**config.mk**
```make
export PLATFORM = sky130hd
export DESIGN_NAME = sop_vector_sequencer
export DESIGN_NICKNAME = d
export VERILOG_FILES = /design/src/rtl/sop_seq_pkg.sv /design/src/rtl/sop_vector_sequencer_timer.sv /design/src/rtl/sop_vector_sequencer.sv
export SDC_FILE = /design/constraint.sdc
export NUM_CORES = 1
export LEC_CHECK = 0
export ABC_AREA = 1
export BUFFER_PORTS_ARGS = -buffer_cell sky130_fd_sc_hd__buf_2
export CAP_MARGIN = 20
export CORE_UTILIZATION = 45
export DETAILED_ROUTE_END_ITERATION = 16
export PLACE_DENSITY = 0.75
export SLEW_MARGIN = 5
export SYNTH_ARGS = -nofsm -noshare
export SYNTH_HDL_FRONTEND = slang
export SYNTH_SLANG_ARGS = --single-unit
```
**constraint.sdc**
```tcl
create_clock -name clk -period 2.34 [get_ports clk]
set_input_delay 0.117 -clock clk [delete_from_list [all_inputs] [get_ports clk]]
set_output_delay 0.117 -clock clk [all_outputs]
set_load 0.02 [all_outputs]
```
**src/rtl/sop_seq_pkg.sv**
```systemverilog
// Shared types and helpers for the SOP datapath sequencer.
// Latency: n/a (declarations only).
// Backpressure: n/a.
package sop_seq_pkg;

  typedef enum logic [1:0] {
    IDLE   = 2'd0,
    SETTLE = 2'd1,
    REPORT = 2'd2
  } state_t;

  // Operand bit positions on the {a,b,c,d,e} bus.
  localparam int A_IDX = 4;
  localparam int B_IDX = 3;
  localparam int C_IDX = 2;
  localparam int D_IDX = 1;
  localparam int E_IDX = 0;

  // Reference value of y = a.b'.c' + a.b.e + b'.c + c.d'
  function automatic logic sop_golden(input logic [4:0] vec);
    logic a, b, c, d, e;
    a = vec[A_IDX];
    b = vec[B_IDX];
    c = vec[C_IDX];
    d = vec[D_IDX];
    e = vec[E_IDX];
    return (a & ~b & ~c) | (a & b & e) | (~b & c) | (c & ~d);
  endfunction

endpackage

```
**src/rtl/sop_vector_sequencer_timer.sv**
```systemverilog
// Loadable settle down-counter; done flags the final settle cycle (value == 1).
// Latency: load takes effect on the next edge; one decrement per enabled edge.
// Backpressure: none; the sequencer enables it only while settling.
module sop_settle_timer #(
  parameter int SETTLE_CYCLES = 4,
  localparam int W = (SETTLE_CYCLES < 1) ? 1 : $clog2(SETTLE_CYCLES + 1)
) (
  input  logic         clk,
  input  logic         rst,
  input  logic         load,
  input  logic         en,
  output logic [W-1:0] value,
  output logic         done
);

  // Load has priority so a fresh vector always restarts the full window.
  always_ff @(posedge clk or posedge rst) begin
    if (rst) begin
      value <= '0;
    end else if (load) begin
      value <= W'(SETTLE_CYCLES);
    end else if (en) begin
      value <= value - W'(1);
    end
  end

  assign done = (value == W'(1));

endmodule

```
**src/rtl/sop_vector_sequencer.sv**
```systemverilog
// Drives operand vectors to the SOP datapath, samples y after a settle window, reports it.
// Latency: result valid SETTLE_CYCLES edges after acceptance; one vector per SETTLE_CYCLES+2 cycles.
// Backpressure: result held until out_ready; in_ready low whenever a vector is in flight. Checker: SOP_SEQ_CHECK_EN.
module sop_vector_sequencer
  import sop_seq_pkg::*;
#(
  parameter int SETTLE_CYCLES = 4,
  parameter int CNT_W         = 8
) (
  input  logic             clk,
  input  logic             rst,
  input  logic             in_valid,
  output logic             in_ready,
  input  logic [4:0]       in_vec,
  output logic [4:0]       dp_abcde,
  input  logic             dp_y,
  output logic             out_valid,
  input  logic             out_ready,
  output logic [4:0]       out_vec,
  output logic             out_y,
  output logic             out_mismatch,
  output logic [CNT_W-1:0] pass_cnt,
  output logic [CNT_W-1:0] fail_cnt,
  input  logic             clr_cnt,
  output logic             busy
);

  localparam int TW = (SETTLE_CYCLES < 1) ? 1 : $clog2(SETTLE_CYCLES + 1);

  if (SETTLE_CYCLES < 1) begin : g_bad_settle
    $error("sop_vector_sequencer: SETTLE_CYCLES must be at least 1");
  end

  state_t          state;
  state_t          state_nxt;
  logic [TW-1:0]   tmr_value;
  logic            tmr_done;
  logic            accept;
  logic            sample;
  logic            handshake;

  assign accept    = in_valid & in_ready;
  assign sample    = (state == SETTLE) & tmr_done;
  assign handshake = out_valid & out_ready;

  sop_settle_timer #(
    .SETTLE_CYCLES(SETTLE_CYCLES)
  ) u_timer (
    .clk   (clk),
    .rst   (rst),
    .load  (accept),
    .en    ((state == SETTLE) && (tmr_value != '0)),
    .value (tmr_value),
    .done  (tmr_done)
  );

  // State register; reset discards any in-flight vector.
  always_ff @(posedge clk or posedge rst) begin
    if (rst) begin
      state <= IDLE;
    end else begin
      state <= state_nxt;
    end
  end

  // Next state and state-decoded handshake outputs (in_ready depends on state only).
  always_comb begin
    state_nxt = state;
    in_ready  = 1'b0;
    out_valid = 1'b0;
    busy      = 1'b1;
    case (state)
      IDLE: begin
        in_ready = 1'b1;
        busy     = 1'b0;
        if (in_valid) state_nxt = SETTLE;
      end
      SETTLE: begin
        if (tmr_done) state_nxt = REPORT;
      end
      REPORT: begin
        out_valid = 1'b1;
        if (out_ready) state_nxt = IDLE;
      end
      default: state_nxt = IDLE;
    endcase
  end

  // Operand bus and result capture; the bus only moves on acceptance.
  always_ff @(posedge clk or posedge rst) begin
    if (rst) begin
      dp_abcde <= '0;
      out_vec  <= '0;
      out_y    <= 1'b0;
    end else begin
      if (accept) begin
        dp_abcde <= in_vec;
        out_vec  <= in_vec;
      end
      if (sample) begin
        out_y <= dp_y;
      end
    end
  end

  // Pass counter: saturating, clear wins over a coincident increment.
  logic pass_inc;

`ifdef SOP_SEQ_CHECK_EN
  // Mismatch flag; X/Z on dp_y never equals the golden value so it counts as a miss.
  always_ff @(posedge clk or posedge rst) begin
    if (rst) begin
      out_mismatch <= 1'b0;
    end else if (sample) begin
      out_mismatch <= (dp_y !== sop_golden(out_vec));
    end
  end

  assign pass_inc = handshake & ~out_mismatch;

  // Fail counter: saturating, clear wins over a coincident increment.
  always_ff @(posedge clk or posedge rst) begin
    if (rst) begin
      fail_cnt <= '0;
    end else if (clr_cnt) begin
      fail_cnt <= '0;
    end else if (handshake && out_mismatch && (fail_cnt != '1)) begin
      fail_cnt <= fail_cnt + CNT_W'(1);
    end
  end
`else
  assign out_mismatch = 1'b0;
  assign fail_cnt     = '0;
  assign pass_inc     = handshake;
`endif

  // Pass counter update.
  always_ff @(posedge clk or posedge rst) begin
    if (rst) begin
      pass_cnt <= '0;
    end else if (clr_cnt) begin
      pass_cnt <= '0;
    end else if (pass_inc && (pass_cnt != '1)) begin
      pass_cnt <= pass_cnt + CNT_W'(1);
    end
  end

endmodule
```
# Word level (Yosys, flattened, before mapping)
# Index checks and enable logic that the tools add are counted.
[classes]
n_eq_ne = 7
mux = 11
n_reduce_logical = 7
n_bitwise = 3
addsub = 2
[ops]
columns = ["op", "count"]
rows = [
  ["8-bit two-way mux", 2],
  ["8-bit by 1-bit adder with 8-bit output (second input constant)", 1],
  ["8-bit != test (second input constant)", 1],
  ["2-bit two-way mux", 3],
  ["3-bit two-way mux", 2],
  ["2-bit != test (second input constant)", 3],
  ["2-bit case mux with 3 select lines", 1],
  ["2-bit nonzero test", 2],
  ["1-bit bitwise AND", 3],
  ["3-bit by 1-bit == test with 1-bit output (second input constant)", 1],
  ["1-bit two-way mux", 3],
  ["3-bit AND reduction", 1],
  ["3-bit nonzero test", 1],
  ["3-bit by 1-bit subtractor with 3-bit output (second input constant)", 1],
  ["2-bit by 1-bit == test with 1-bit output (second input constant)", 1],
  ["2-bit == test (second input constant)", 1],
  ["1-bit logical AND", 2],
  ["2-bit zero test", 1],
]
[totals]
regBits = 19
output_inout_bits = 31
wordCells = 35

# Depth between registers and ports, before layout
[depth]
depth_word = 6
ltp_mapped = 8

# Modules after synthesis
# A second synthesis with hierarchy kept.
[hier_totals]
hier_cells = 144
area_unflattened_um2 = 1117.3
[by_module_without_submodules]
columns = ["module", "cells_each", "area_per_inst_um2", "seq_area_each_um2", "instances"]
rows = [
  ["sop_vector_sequencer", 120, 943.4, 400.4, 1],
  ["sop_settle_timer", 24, 173.9, 75.1, 1],
]

# Worst setup path after synthesis
# Ideal clock, no wire load.
[synth_path]
path_type = "reg2reg"
startpoint = "register pass_cnt[0]"
endpoint = "register pass_cnt[5]"
t_arrival_ns = 1.307
path_buffers = 0
period_less_slack_ns = 1.425
path_stages_with_launch = 8
path_slack_ns = 0.915
setup_ns = 0.118
cell_sequence = "dfrtp_1 > ha_1 > nand2_2 > nor2_4 > a21oi_4 > nor2_4 > nand2_1 > nand2_1"
[synth_between]
elab_chain_len = 3
elab_cells_between_ends = 6
[synth_rtl]
columns = ["item", "line", "rtl"]
rows = [
  ["from (decl)", "sop_vector_sequencer.sv:22", "output logic [CNT_W-1:0] pass_cnt,"],
  ["from (signal assigned)", "sop_vector_sequencer.sv:144", "pass_cnt <= pass_cnt + CNT_W'(1);"],
  ["8-bit by 1-bit adder with 8-bit output / 8-bit != test (equally long branches)", "sop_vector_sequencer.sv:144, sop_vector_sequencer.sv:143", ""],
  ["8-bit two-way mux / 1-bit logical AND (equally long branches)", "sop_vector_sequencer.sv:143", "end else if (pass_inc && (pass_cnt != '1)) begin"],
  ["8-bit two-way mux / 2-bit nonzero test (equally long branches)", "n/a", ""],
]
# Several ways; a longest one is shown, not always the timed one. The select of a mux whose other input is x is not followed.
# A chain may end at the register's enable or synchronous reset.

# Worst setup path in the final report
[layout_path]
startpoint = "register pass_cnt[0]"
endpoint = "register pass_cnt[7]"
# Same word-level chain as after synthesis.

==> out/summary.txt <==
clk root buf: clkbuf_4
HP Class: input port to flip-flop
gr ovfl total: 0
mapped cell area: 1140 µm²
hold path depth: 2
Initial Util: 49.8%
clock skew: 3.60 ps
Clock Latency Late Sink: 290 ps
Yosys Warn Count: 0
Post-Synthesis Cells: 131
CTS Buffer Depth: 2
Final setup violation count: 0
Max IR drop VDD: 0.743 mV
WP buf/inv: 0
fin crit period: 1460 ps
Simple-Gate Fraction of Synth Area: 25.7%
RSZ-0062 raised after global routing: no
IO Port Bufs: 32
Max Cap Violations: 0
Avg Cell Area, Syn: 8.73 µm²
pre-CTS setup slack: 902 ps
Crit. End Element: flip-flop
DR iter-0 viols: 15
top_reg_cell synth: dfrtp_1
Max Fclk: 684 MHz
asr flop ratio synth: 100%
number of synthesized flops with an enable pin: 0
slowest stage cell, crit path: dfrtp_1
Data arrival, critical path: 1650 ps
CTS tree: done
Antenna Cells: 0
status: finished clean
Setup CP Type: flip-flop to flip-flop
fin. max-slew vios: 0
Netlist cell types: 25
period utilization: 62.5%
setup bufs post-CTS: 0
PnR worst setup slack: 878 ps
synthesis-stage register bit count: 19
Compound-Gate Fraction of Synth Area: 6.24%
final wirelength: 2.04 mm
worst reg-to-reg setup slack: 880 ps
initial antenna violation count: 0
cts bufs inserted: 3
Rows: 17
CP Launch Type: flip-flop
width of the die: 52.4 µm
Critical R2R Launch: pass_cnt[0]$_DFFE_PP0P_
WHS Endpoint: state[1]$_DFFE_PP0P_
Worst Reg-to-Reg Cells: 7
Setup TNS: 0 ps
post-route ant nets: 0
fin util: 56.6%
Final Hold Fails: 0
htree depth: 1
Post-Synth XOR/XNOR Area: 0.766%
crit-path cells: ha_1 -> nand2_2 -> nor2_4 -> a21oi_4 -> nor2_4 -> nand2_1 -> nand2_1
CP max FO: 9
sequential area share after synthesis: 41.6%
DP Wirelength: 1.61 mm
drt first pass iters: 4
Adder-Cell Fraction of Synth Area: 4.38%
Crit path depth: 7
power density cells: 998 nW/µm²
post-layout total power: 0.00130 W
largest family of logic cells by synthesized area: simple AND/OR/NAND/NOR gates
max incr delay on CP: 430 ps
fin nets: 178
# resized after CTS: 0
gpl congestion: 0.802
r2r endpoint: pass_cnt[7]$_DFFE_PP0P_
min-delay src: out_ready
Remaining DRCs: 0
All-Layer GR Usage: 15.9%
Total Die Area: 2750 µm²
vias per inst: 4.89
layout cells sized above 1: 32.1%
WL per Instance: 10.7 µm
I/O pin count: 42
Die Ht: 52.4 µm
Leak: 0.740 nW
Clock transition at path regs: 100 ps
clock sink count: 19
mux contribution to synthesized area: 6.56%
Least-Margin Pin Slew: 702 ps
core area: 2300 µm²
via count: 930
largest net degree at the start of global routing: 20
first-pass GRT wire length: 3.24 mm
Worst slew margin: 53.2%
kind of cell adding the most delay to the critical path: flip-flops
P&R area growth vs syn: 13.7%
CP required: 2520 ps
Fill cells: 190
vias in the first global route: 766
-- layout by cell type (no fill, tap or decap) --
master         instances
a21oi_1                1
a21oi_4                1
a31oi_1                1
buf_2                 32
clkbuf_1               1
clkbuf_4               3
conb_1                 9
dfrtp_1               19
dlygate4sd3_1          1
ha_1                   4
inv_1                 15
inv_2                  1
mux2_4                 5
nand2_1               34
nand2_2                3
nand2_4                1
nand3_1                9
nand3b_1               1
nand4_1                2
nor2_1                 5
nor2_2                 3
nor2_4                 3
o21ai_0                1
o21ai_1                2
o21bai_1               2
o22ai_1                1
o31ai_1                1
xor2_1                 1
-- how the worst max path moves through the flow --
stage	slack, ps	endpoint	startpoint
after CTS	880	pass_cnt[7]$_DFFE_PP0P_	pass_cnt[0]$_DFFE_PP0P_
after detailed placement	900	pass_cnt[7]$_DFFE_PP0P_	pass_cnt[0]$_DFFE_PP0P_
after floorplan	910	pass_cnt[5]$_DFFE_PP0P_	pass_cnt[0]$_DFFE_PP0P_
after global placement	960	pass_cnt[7]$_DFFE_PP0P_	pass_cnt[0]$_DFFE_PP0P_
after global routing	770	pass_cnt[6]$_DFFE_PP0P_	pass_cnt[0]$_DFFE_PP0P_
final	880	pass_cnt[7]$_DFFE_PP0P_	pass_cnt[0]$_DFFE_PP0P_
-- synthesized netlist by cell type (2+ instances only) --
cell / instances / share of area, %
nor2_1: 5 / 1.6
o21bai_1: 2 / 1.3
nand2_2: 3 / 1.6
ha_1: 4 / 4.4
inv_1: 15 / 4.9
nand2_1: 34 / 11
mux2_4: 5 / 6.6
buf_4: 14 / 9.2
o21ai_1: 2 / 0.88
dfrtp_1: 19 / 42
nor2_4: 3 / 3.0
nand3_1: 9 / 3.9
nor2_2: 3 / 1.6
nand4_1: 2 / 1.1
-- flip-flops by register name (all words and copies together) (netlist names) --
name,cells
state,2
pass_cnt,8
out_y,1
u_timer.value,3
out_vec,5
-- metal layers --
layer  share of wire [%]  GRT usage, %  vias to the layer above
met5                   0             0                        -
met4                 1.4          6.58                        0
met3                 5.1          1.74                        4
met2                  48          26.2                       31
met1                  46          21.2                      438
li1                    -             -                      457
-- power breakdown --
group | switching, W | leakage, nW | internal, W | total, W
clock | 0.0000916 | 0.0150 | 0.0000663 | 0.000158
sequential | 0.0000744 | 0.243 | 0.000425 | 0.000499
combinational | 0.000391 | 0.483 | 0.000249 | 0.000640
-- cell type report --
cell class	count	area [µm²]	area share, %
repair buffers	33	170	13.1
multi-input cells	90	533	41.0
clock buffers	4	26.3	2.02
inverters	16	60.1	4.62
flip-flops and latches	19	475	36.6
well taps	28	35.0	2.69
-- through the flow --
stage	cell area, µm²	std cells	hold slack, ps
finish	1300	190	14.7
global route	1300	190	8.47
CTS	1300	190	3.08
detailed placement	1260	185	273
global placement	1260	185	260
floorplan	1170	139	68.1
-- logic make-up after synthesis --
| group | after synthesis |
|---|---|
| AOI/OAI and AO/OA | 10 |
| xor gates and xnor gates | 1 |
| adders and majority gates | 4 |
| buffers and inverters | 30 |
| DFF | 19 |
| muxes | 5 |
| other | 1 |
| and+or+nand+nor | 61 |
-- timing repair --
action                                  CTS  global route
endpoints found under the hold margin    19             0
hold buffers                              1             0
endpoints found under the setup margin    0             0
(Power assumes the default switching activity.)
